$ cat src/rtl/rr_mux_arbiter_pkg.sv
// Shared types and defaults for the round-robin arbiter/mux slice.
package rr_mux_arbiter_pkg;

   localparam int unsigned StateW   = 1;
   localparam int unsigned DefNReq  = 4;
   localparam int unsigned DefDataW = 8;

   typedef enum logic [StateW-1:0] {
      StIdle  = 1'b0,
      StGrant = 1'b1
   } state_e;

   // Index width for an N-entry select; never narrower than one bit.
   function automatic int unsigned idx_w(input int unsigned n);
      return (n > 1) ? $clog2(n) : 1;
   endfunction

endpackage

$ cat src/rtl/rr_priority_pick.sv
// Rotating-priority encoder: first set request at or above ptr_i, wrapping modulo N_REQ.
module rr_priority_pick
   import rr_mux_arbiter_pkg::*;
#(
   parameter  int unsigned N_REQ = DefNReq,
   localparam int unsigned IdxW  = idx_w(N_REQ)
) (
   input  logic [N_REQ-1:0] req_i,
   input  logic [IdxW-1:0]  ptr_i,
   output logic [IdxW-1:0]  winner_o,
   output logic             any_o
);

   int unsigned idx;

   // Walk from the farthest offset down so the nearest hit to ptr_i is written last.
   always_comb begin
      any_o    = 1'b0;
      winner_o = '0;
      idx      = 0;
      for (int i = N_REQ - 1; i >= 0; i--) begin
         idx = (int'(ptr_i) + i) % N_REQ;
         if (req_i[idx]) begin
            any_o    = 1'b1;
            winner_o = IdxW'(idx);
         end
      end
   end

endmodule

$ cat src/rtl/rr_mux_arbiter.sv
// Round-robin arbiter plus N:1 data mux onto one valid/ready channel.
// Define RR_MUX_ARBITER_HOLD_EN to keep the grant until a beat with in_last is accepted.
module rr_mux_arbiter
   import rr_mux_arbiter_pkg::*;
#(
   parameter  int unsigned N_REQ  = DefNReq,
   parameter  int unsigned DATA_W = DefDataW,
   localparam int unsigned IdxW   = idx_w(N_REQ)
) (
   input  logic                    clk,
   input  logic                    rst,
   input  logic [N_REQ-1:0]        in_valid,
   output logic [N_REQ-1:0]        in_ready,
   input  logic [N_REQ*DATA_W-1:0] in_data,
   input  logic [N_REQ-1:0]        in_last,
   output logic                    out_valid,
   input  logic                    out_ready,
   output logic [DATA_W-1:0]       out_data,
   output logic [IdxW-1:0]         out_sel,
   output logic                    busy
);

   state_e          state_q, state_d;
   logic [IdxW-1:0] ptr_q, ptr_d;
   logic [IdxW-1:0] sel_q, sel_d;
   logic [IdxW-1:0] sel_next;
   logic [IdxW-1:0] winner;
   logic            any_req;
   logic            accept;
   logic            term_accept;

   rr_priority_pick #(
      .N_REQ (N_REQ)
   ) u_pick (
      .req_i    (in_valid),
      .ptr_i    (ptr_q),
      .winner_o (winner),
      .any_o    (any_req)
   );

   assign sel_next = (sel_q == IdxW'(N_REQ - 1)) ? '0 : sel_q + 1'b1;
   assign accept   = out_valid && out_ready;

`ifdef RR_MUX_ARBITER_HOLD_EN
   assign term_accept = accept && in_last[sel_q];
`else
   logic unused_in_last;
   assign unused_in_last = ^in_last;
   assign term_accept    = accept;
`endif

   always_ff @(posedge clk) begin
      if (rst) begin
         state_q <= StIdle;
         ptr_q   <= '0;
         sel_q   <= '0;
      end else begin
         state_q <= state_d;
         ptr_q   <= ptr_d;
         sel_q   <= sel_d;
      end
   end

   always_comb begin
      state_d = state_q;
      ptr_d   = ptr_q;
      sel_d   = sel_q;
      unique case (state_q)
         StIdle: begin
            if (any_req) begin
               sel_d   = winner;
               state_d = StGrant;
            end
         end
         StGrant: begin
            // A withdrawn request releases the grant without rotating priority.
            if (!in_valid[sel_q]) begin
               state_d = StIdle;
            end else if (term_accept) begin
               state_d = StIdle;
               ptr_d   = sel_next;
            end
         end
         default: state_d = StIdle;
      endcase
   end

   always_comb begin
      out_valid = 1'b0;
      in_ready  = '0;
      out_data  = '0;
      if (state_q == StGrant) begin
         out_valid       = in_valid[sel_q];
         in_ready[sel_q] = out_ready;
         if (out_valid) begin
            out_data = in_data[sel_q*DATA_W +: DATA_W];
         end
      end
   end

   assign out_sel = sel_q;
   assign busy    = (state_q == StGrant);

endmodule

$ cat config.mk
export PLATFORM = sky130hd
export DESIGN_NAME = rr_mux_arbiter
export DESIGN_NICKNAME = d
export VERILOG_FILES = /design/src/rtl/rr_mux_arbiter_pkg.sv /design/src/rtl/rr_priority_pick.sv /design/src/rtl/rr_mux_arbiter.sv
export SDC_FILE = /design/constraint.sdc
export NUM_CORES = 1
export LEC_CHECK = 0
export BUFFER_PORTS_ARGS = -buffer_cell sky130_fd_sc_hd__buf_2
export CORE_MARGIN = 2
export CORE_UTILIZATION = 40
export CTS_BUF_LIST = sky130_fd_sc_hd__clkbuf_4
export CTS_CLUSTER_DIAMETER = 30
export CTS_CLUSTER_SIZE = 12
export DETAILED_ROUTE_END_ITERATION = 6
export PLACE_DENSITY = 0.86
export SLEW_MARGIN = 0
export SYNTH_ARGS = -nofsm -noshare
export SYNTH_HDL_FRONTEND = slang
export SYNTH_SLANG_ARGS = --single-unit
export TNS_END_PERCENT = 5
$ cat constraint.sdc
create_clock -name clk -period 2.94 [get_ports clk]
set_input_delay 0.147 -clock clk [delete_from_list [all_inputs] [get_ports clk]]
set_output_delay 0.147 -clock clk [all_outputs]
set_load 0.005 [all_outputs]
==> summary.md, run 1 <==
| Metric | Value |
|---|---|
| Residual DRC count | 0 |
| CTS tree | built |
| Most common cell after layout, fill and taps aside | buf_2 |
| Post-CTS sizing | 0 |
| Yosys warns | 0 |
| Total Wirelength | approximately 1.8 mm |
| Hold Crit Class | in -> reg |
| Fin crit period | between 2 and 2.5 ns |
| Filler Cells Inserted | 139 |
| Final setup margin | 0.6968 ns |
| Setup TNS | 0 ns |
| Syn Nets | 110 |
| Largest net degree at the start of global routing | 17 |
| Post-synth cell types | 20 |
| Post-route clock period utilization | 76.30% |
| I/O pin total | 59 |
| Gp weighted congestion | 0.8481 |
| Vias | 721 |
| Wire length per cell | 13.21 um |
| Worst Path Required | about 2.8 ns |
| CP Class | reg -> out |
| Die Span X | 43.63 um |
| Clock buffer depth | 2 |
| Max_slew headroom | between 50% and 60% |
| Area grow syn2layout | 47.61% |
| GRT Overall Usage | 19.62% |
| DIE AREA | 0.001903 mm2 |
| ANT cells | 0 |
| Clk Latency, worst-skew pair | 0.24 ns |
| Hold Buf Count CTS | 0 |
| Mean Syn Cell Area | 9.970 um2 |
| Endpoints failing setup | 0 |
| Core area | approximately 0.0015 mm2 |
| Critical Path Source Type | flip-flop |
| Final net count | 166 |
| CP endpoint kind | primary output |
| Final hold vios | 0 |
| Max Freq | 445.8 MHz |
| Initial DRT Pass Iterations | 5 |
| Max Cap Viol | 0 |
| Post-CTS setup buffers | 0 |
| R2R cell count | 4 |
| Initial antenna violation count | 0 |
| Power density over the cells | 291.0 mW/mm2 |
| Num rows | 14 |
| Hold path depth | 2 |
| Initial DRC count | 7 |
| Worst-Margin Slew | 0.7255 ns |
| First-pass GRT wire length | 2.849 mm |
| Status | finished clean |
| Leakage Power | 0.5039 nW |
| Pre-CTS setup slack | 0.9164 ns |
| Initial Util | 42.18% |
| Vias per cell | around 5.4 |
| Fraction of layout cells with a size suffix above 1 | between 60% and 70% |
| Post-Syn Instances | 63 |
| HPWL Detailed | 1.436 mm |
| Total gr overflow | 0 |
| Clk_skew | 0.00006434 ns |
| Root buf cell | clkbuf_4 |
| Sequential area share after synthesis | between 15 and 20% |
| Slew Limit Fails | 0 |
| Worst endpoint data arrival time | 2.10 ns |
| Maximum vdd drop | 0.2299 mV |
| Vias in the first global route | 703 |
| CTS Buf Count | 3 |
| CP Max Fanout | 15 |
| I/O Buffers | 54 |
| RSZ-0062 raised after global routing | false |
| H-Tree Depth | 1 |
| Die height | 43.63 um |
| Worst-path clk slew | roughly 0.04 ns |
| Mapped cell area | 628.1 um2 |
| Synth Register Bits | 5 |
| Post-DRT Antenna Nets | 0 |
| CTS Sinks | 5 |
| Most frequent cells in the layout | buf_2, mux4_2, and3_2 |
## critical path, cell delays in order, from the launching register on
cell,delay [ns]
dfxtp_1,0.78
mux4_2,0.70
and3_2,0.24
buf_2,0.13
## per-layer routing
layer  track usage [%]  wire, um  vias up
li1                  -         -      352
met5                 0         0        -
met1             18.85       596      327
met4             7.273        11        0
met2             36.47       922       40
met3             8.333       240        2
## synth_stat cells, drive strengths merged
master / instances / area [um2]
o41ai: 1 / 8.760
or3: 1 / 6.260
mux4: 9 / 206.5
or4: 1 / 7.510
nand3: 1 / 10.01
mux2i: 2 / 20.02
a21oi: 6 / 30.03
o221ai: 1 / 8.760
dfxtp: 5 / 100.1
and3: 12 / 85.08
ha: 4 / 50.05
inv: 5 / 18.77
nand2b: 1 / 6.260
nor2: 4 / 15.01
o21a: 2 / 15.01
nand2: 5 / 18.77
clkbuf: 3 / 21.27
## kinds of logic (layout without fill, tap and decap cells)
kind of cell             after synthesis  in the layout  synth area share [%]
adder cells (fa/ha/maj)                4              4                 7.968
multiplexers                          11             11                 36.06
AND/OR/NAND/NOR                       25             25                 23.71
buffers and inverters                  8             63                 6.375
flip-flops                             5              5                 15.94
AO/OA/AOI/OAI                         10             10                 9.960
## power by group
group          internal (mW)  switching [mW]  leakage (nW)
Sequential            0.0722          0.0145        0.0410
Combinational         0.0602          0.0344         0.444
Clock                 0.0605          0.0280        0.0184
Total                  0.193          0.0769         0.504
## registers in the layout, summed over array words and instances, names as in the netlist
signal	flops
busy	1
ptr_q	2
out_sel	2
## cell type report
| type | count | area [um2] | area share, % |
|---|---|---|---|
| Multi-Input combinational cell | 50 | 488.0 | 52.63 |
| Timing Repair Buffer | 54 | 270.3 | 29.15 |
| Sequential cell | 5 | 100.1 | 10.80 |
| Clock buffer | 4 | 30.03 | 3.239 |
| Tap cell | 16 | 20.02 | 2.159 |
| Inverter | 5 | 18.77 | 2.024 |
## stage by stage
| stage | area [um2] | utilization, % | cells | hold slack (ns) | power [mW] |
|---|---|---|---|---|---|
| 2_1_floorplan | 628.1 | - | 63 | 0.2161 | 0.1375 |
| 3_3_place_gp | 897.1 | 60.25 | 130 | 0.3693 | 0.1794 |
| 3_5_place_dp | 897.1 | 60.25 | 130 | 0.3673 | 0.1835 |
| 4_1_cts | 927.1 | 62.27 | 134 | 0.1070 | 0.2751 |
| 5_1_grt | 927.1 | 62.27 | 134 | 0.1063 | 0.2948 |
| 6_report | 927.1 | 62.27 | 134 | 0.1167 | 0.2698 |
## final timing paths
| path | slack, ns | to | start |
|---|---|---|---|
| max reg2reg | 0.96 | ptr_q[1] | out_sel[0] |
| max | 0.70 | out_data[3] | out_sel[0] |
| min reg2reg | 0.48 | ptr_q[0] | ptr_q[0] |
| min | 0.12 | ptr_q[0] | rst |
No activity file was read; power rests on OpenSTA's default activity.
==> run 2: changes to the inputs <==
Settings changed: CORE_UTILIZATION 40 to 37, PLACE_DENSITY 0.86 to 0.81.
Clock period 2.94 ns to 2.3 ns, I/O delays scaled along.
==> run 2 against run 1 <==
Sequential share of layout area fell by 0.26 points. First-iteration DRC count rose by 86%. Setup slack got worse by 0.42 ns. Combinational power rose by 43%. Largest cell class unchanged. Clock skew rose by 0.0055 ns.
==> summary.md, run 2 (same netlist as run 1, synthesis figures left out) <==
| Metric | Value |
|---|---|
| Status | finished clean (unchanged) |
| Post-CTS sizing | 0 (unchanged) |
| Fin crit period | 2.020 ns |
| Slew Limit Fails | 0 (unchanged) |
| Hold slack | 0.08693 ns (was 0.1167 ns) |
| Core area | 0.001541 mm2 (was 0.001489 mm2) |
| CP Max Fanout | 7 (was 15) |
| Most common cell after layout, fill and taps aside | buf_2 (unchanged) |
| Area grow syn2layout | 51.20% (was 47.61%) |
| Post-DRT Antenna Nets | 0 (unchanged) |
| Total Wirelength | 1.899 mm (was 1.770 mm) |
| GRT Overall Usage | 20.35% (was 19.62%) |
| Dpl cells | 133 (was 130) |
| Vias in the first global route | 721 (was 703) |
| Hold Crit Class | in -> reg (unchanged) |
| Critical Path Source Type | flip-flop (unchanged) |
| Setup slack, reg-to-reg | 0.60 ns (was 0.96 ns) |
| RSZ-0062 raised after global routing | false (unchanged) |
| DIE AREA | 0.002043 mm2 (was 0.001903 mm2) |
| Die Span X | 45.20 um (was 43.63 um) |
| Most frequent cells in the layout | buf_2, mux4_2, and3_2 (unchanged) |
| Placed cell area | 919.6 um2 (was 897.1 um2) |
| FF-to-FF Start | out_sel[0] (unchanged) |
| Worst-path clk slew | 0.04 ns (about the same) |
| Endpoints failing setup | 0 (unchanged) |
| Post-CTS setup buffers | 0 (unchanged) |
| Clock buffer depth | 2 (unchanged) |
| Wire length per cell | 13.86 um (was 13.21 um) |
| Gp weighted congestion | 0.7434 (was 0.8481) |
| Vias | 747 (was 721) |
| Power density over the cells | 371.1 mW/mm2 (was 291.0 mW/mm2) |
| Worst setup path endpoint | out_data[7] (was out_data[3]) |
| H-Tree Depth | 1 (unchanged) |
| Max Freq | 495.2 MHz |
| Clk_skew | 0.005536 ns (was 0.00006434 ns) |
| Slowest cell on crit path | dfxtp_1 (unchanged) |
| Count of non-filler cells in the finished layout | 137 (was 134) |
| Reg2reg end | ptr_q[1] (unchanged) |
| Cell area after layout | 949.7 um2 (was 927.1 um2) |
| Residual DRC count | 0 (unchanged) |
| HPWL Detailed | 1.579 mm (was 1.436 mm) |
| Fraction of layout cells with a size suffix above 1 | 64.46% (was 63.56%) |
| Critical path startpoint | out_sel[0] (unchanged) |
| I/O Buffers | 54 (unchanged) |
| ANT cells | 0 (unchanged) |
| Initial antenna violation count | 0 (unchanged) |
| Vias per cell | 5.453 (was 5.381) |
| Worst endpoint data arrival time | 1.90 ns (was 2.10 ns) |
| Setup TNS | 0 ns (unchanged) |
| Maximum vdd drop | 0.3701 mV (was 0.2299 mV) |
| Initial DRC count | 13 (was 7) |
| Worst-Margin Slew | 0.6908 ns (was 0.7255 ns) |
| Leakage Power | 0.5198 nW (was 0.5039 nW) |
| CTS Buf Count | 3 (unchanged) |
| Die height | 45.20 um (was 43.63 um) |
| Delay of the slowest cell on the worst path | 0.55 ns (was 0.78 ns) |
| Post-route clock period utilization | slightly below 90% |
| Crit path depth | 4 (was 3) |
| CP endpoint kind | primary output (unchanged) |
| Design Power | 352.4 uW (was 269.8 uW) |
| Num rows | 14 (unchanged) |
| Final net count | 169 (was 166) |
| Initial DRT Pass Iterations | 4 (was 5) |
| R2R cell count | 4 (unchanged) |
| WP buf/inv | 2 (was 1) |
| Top delay family on crit path | flip-flops (unchanged) |
| Largest net degree at the start of global routing | 17 (unchanged) |
| CTS Sinks | 5 (unchanged) |
| I/O pin total | 59 (unchanged) |
| Max Cap Viol | 0 (unchanged) |
| Worst Path Required | 2.18 ns (was 2.79 ns) |
| Worst hold start | rst (unchanged) |
| CTS tree | built (unchanged) |
| Multi-input gate area | 488.0 um2 (unchanged) |
| CP Cell Sequence | buf_4, mux4_1, and3_2, buf_2 (was mux4_2, and3_2, buf_2) |
| Sequential Area | 100.1 um2 (unchanged) |
| Root buf cell | clkbuf_4 (unchanged) |
| Initial Util | 40.75% (was 42.18%) |
| Final hold vios | 0 (unchanged) |
| Max_slew headroom | 53.35% (was 51.57%) |
| Hold Buf Count CTS | 0 (unchanged) |
| Total gr overflow | 0 (unchanged) |
| Clk Latency, worst-skew pair | 0.24 ns (about the same) |
| Filler Cells Inserted | 137 (was 139) |
| First-pass GRT wire length | 2.980 mm (was 2.849 mm) |
| CP Class | reg -> out (unchanged) |
run 2: changes by cell type in the layout (fill, tap and decap cells not counted):
cell	delta
buf_4	+3
run 2: where the power goes:
group	switching, mW	leakage [nW]	internal (mW)
clock	0.0364	0.0184	0.0774
combinational	0.0538	0.460	0.0811
sequential	0.0115	0.0410	0.0923
run 2: final cells by class:
cell class / count / share of cell area, %
clock buffers: 4 / 3.162
well taps: 16 / 2.108
flip-flops and latches: 5 / 10.54
inverters: 5 / 1.976
multi-input cells: 50 / 51.38
repair buffers: 57 / 30.83
run 2: per-stage QoR:
step	utilization, %	worst slack (ns)
after floorplan	-	0.8140
after CTS	61.61	0.2611
final	61.61	0.2805
after global routing	61.61	0.1970
after global placement	59.66	0.5382
after detailed placement	59.66	0.5259
run 2: worst min path at each step:
| stage | slack (ns) | cells after the start | endpoint |
|---|---|---|---|
| final | 0.09 | 2 | out_sel[0] |
| after global routing | 0.1 | 2 | out_sel[0] |
| after CTS | 0.09 | 2 | out_sel[0] |
| after detailed placement | 0.35 | 2 | out_sel[0] |
| after global placement | 0.34 | 2 | busy |
| after floorplan | 0.18 | 1 | out_sel[0] |
run 2: metal layers:
layer | track usage [%] | part of all wire (%) | wire, um
met3 | 9.600 | 16 | 296
met2 | 38.29 | 49 | 939
met4 | 5.294 | 0.42 | 8
met1 | 19.55 | 34 | 655
met5 | 0 | 0 | 0
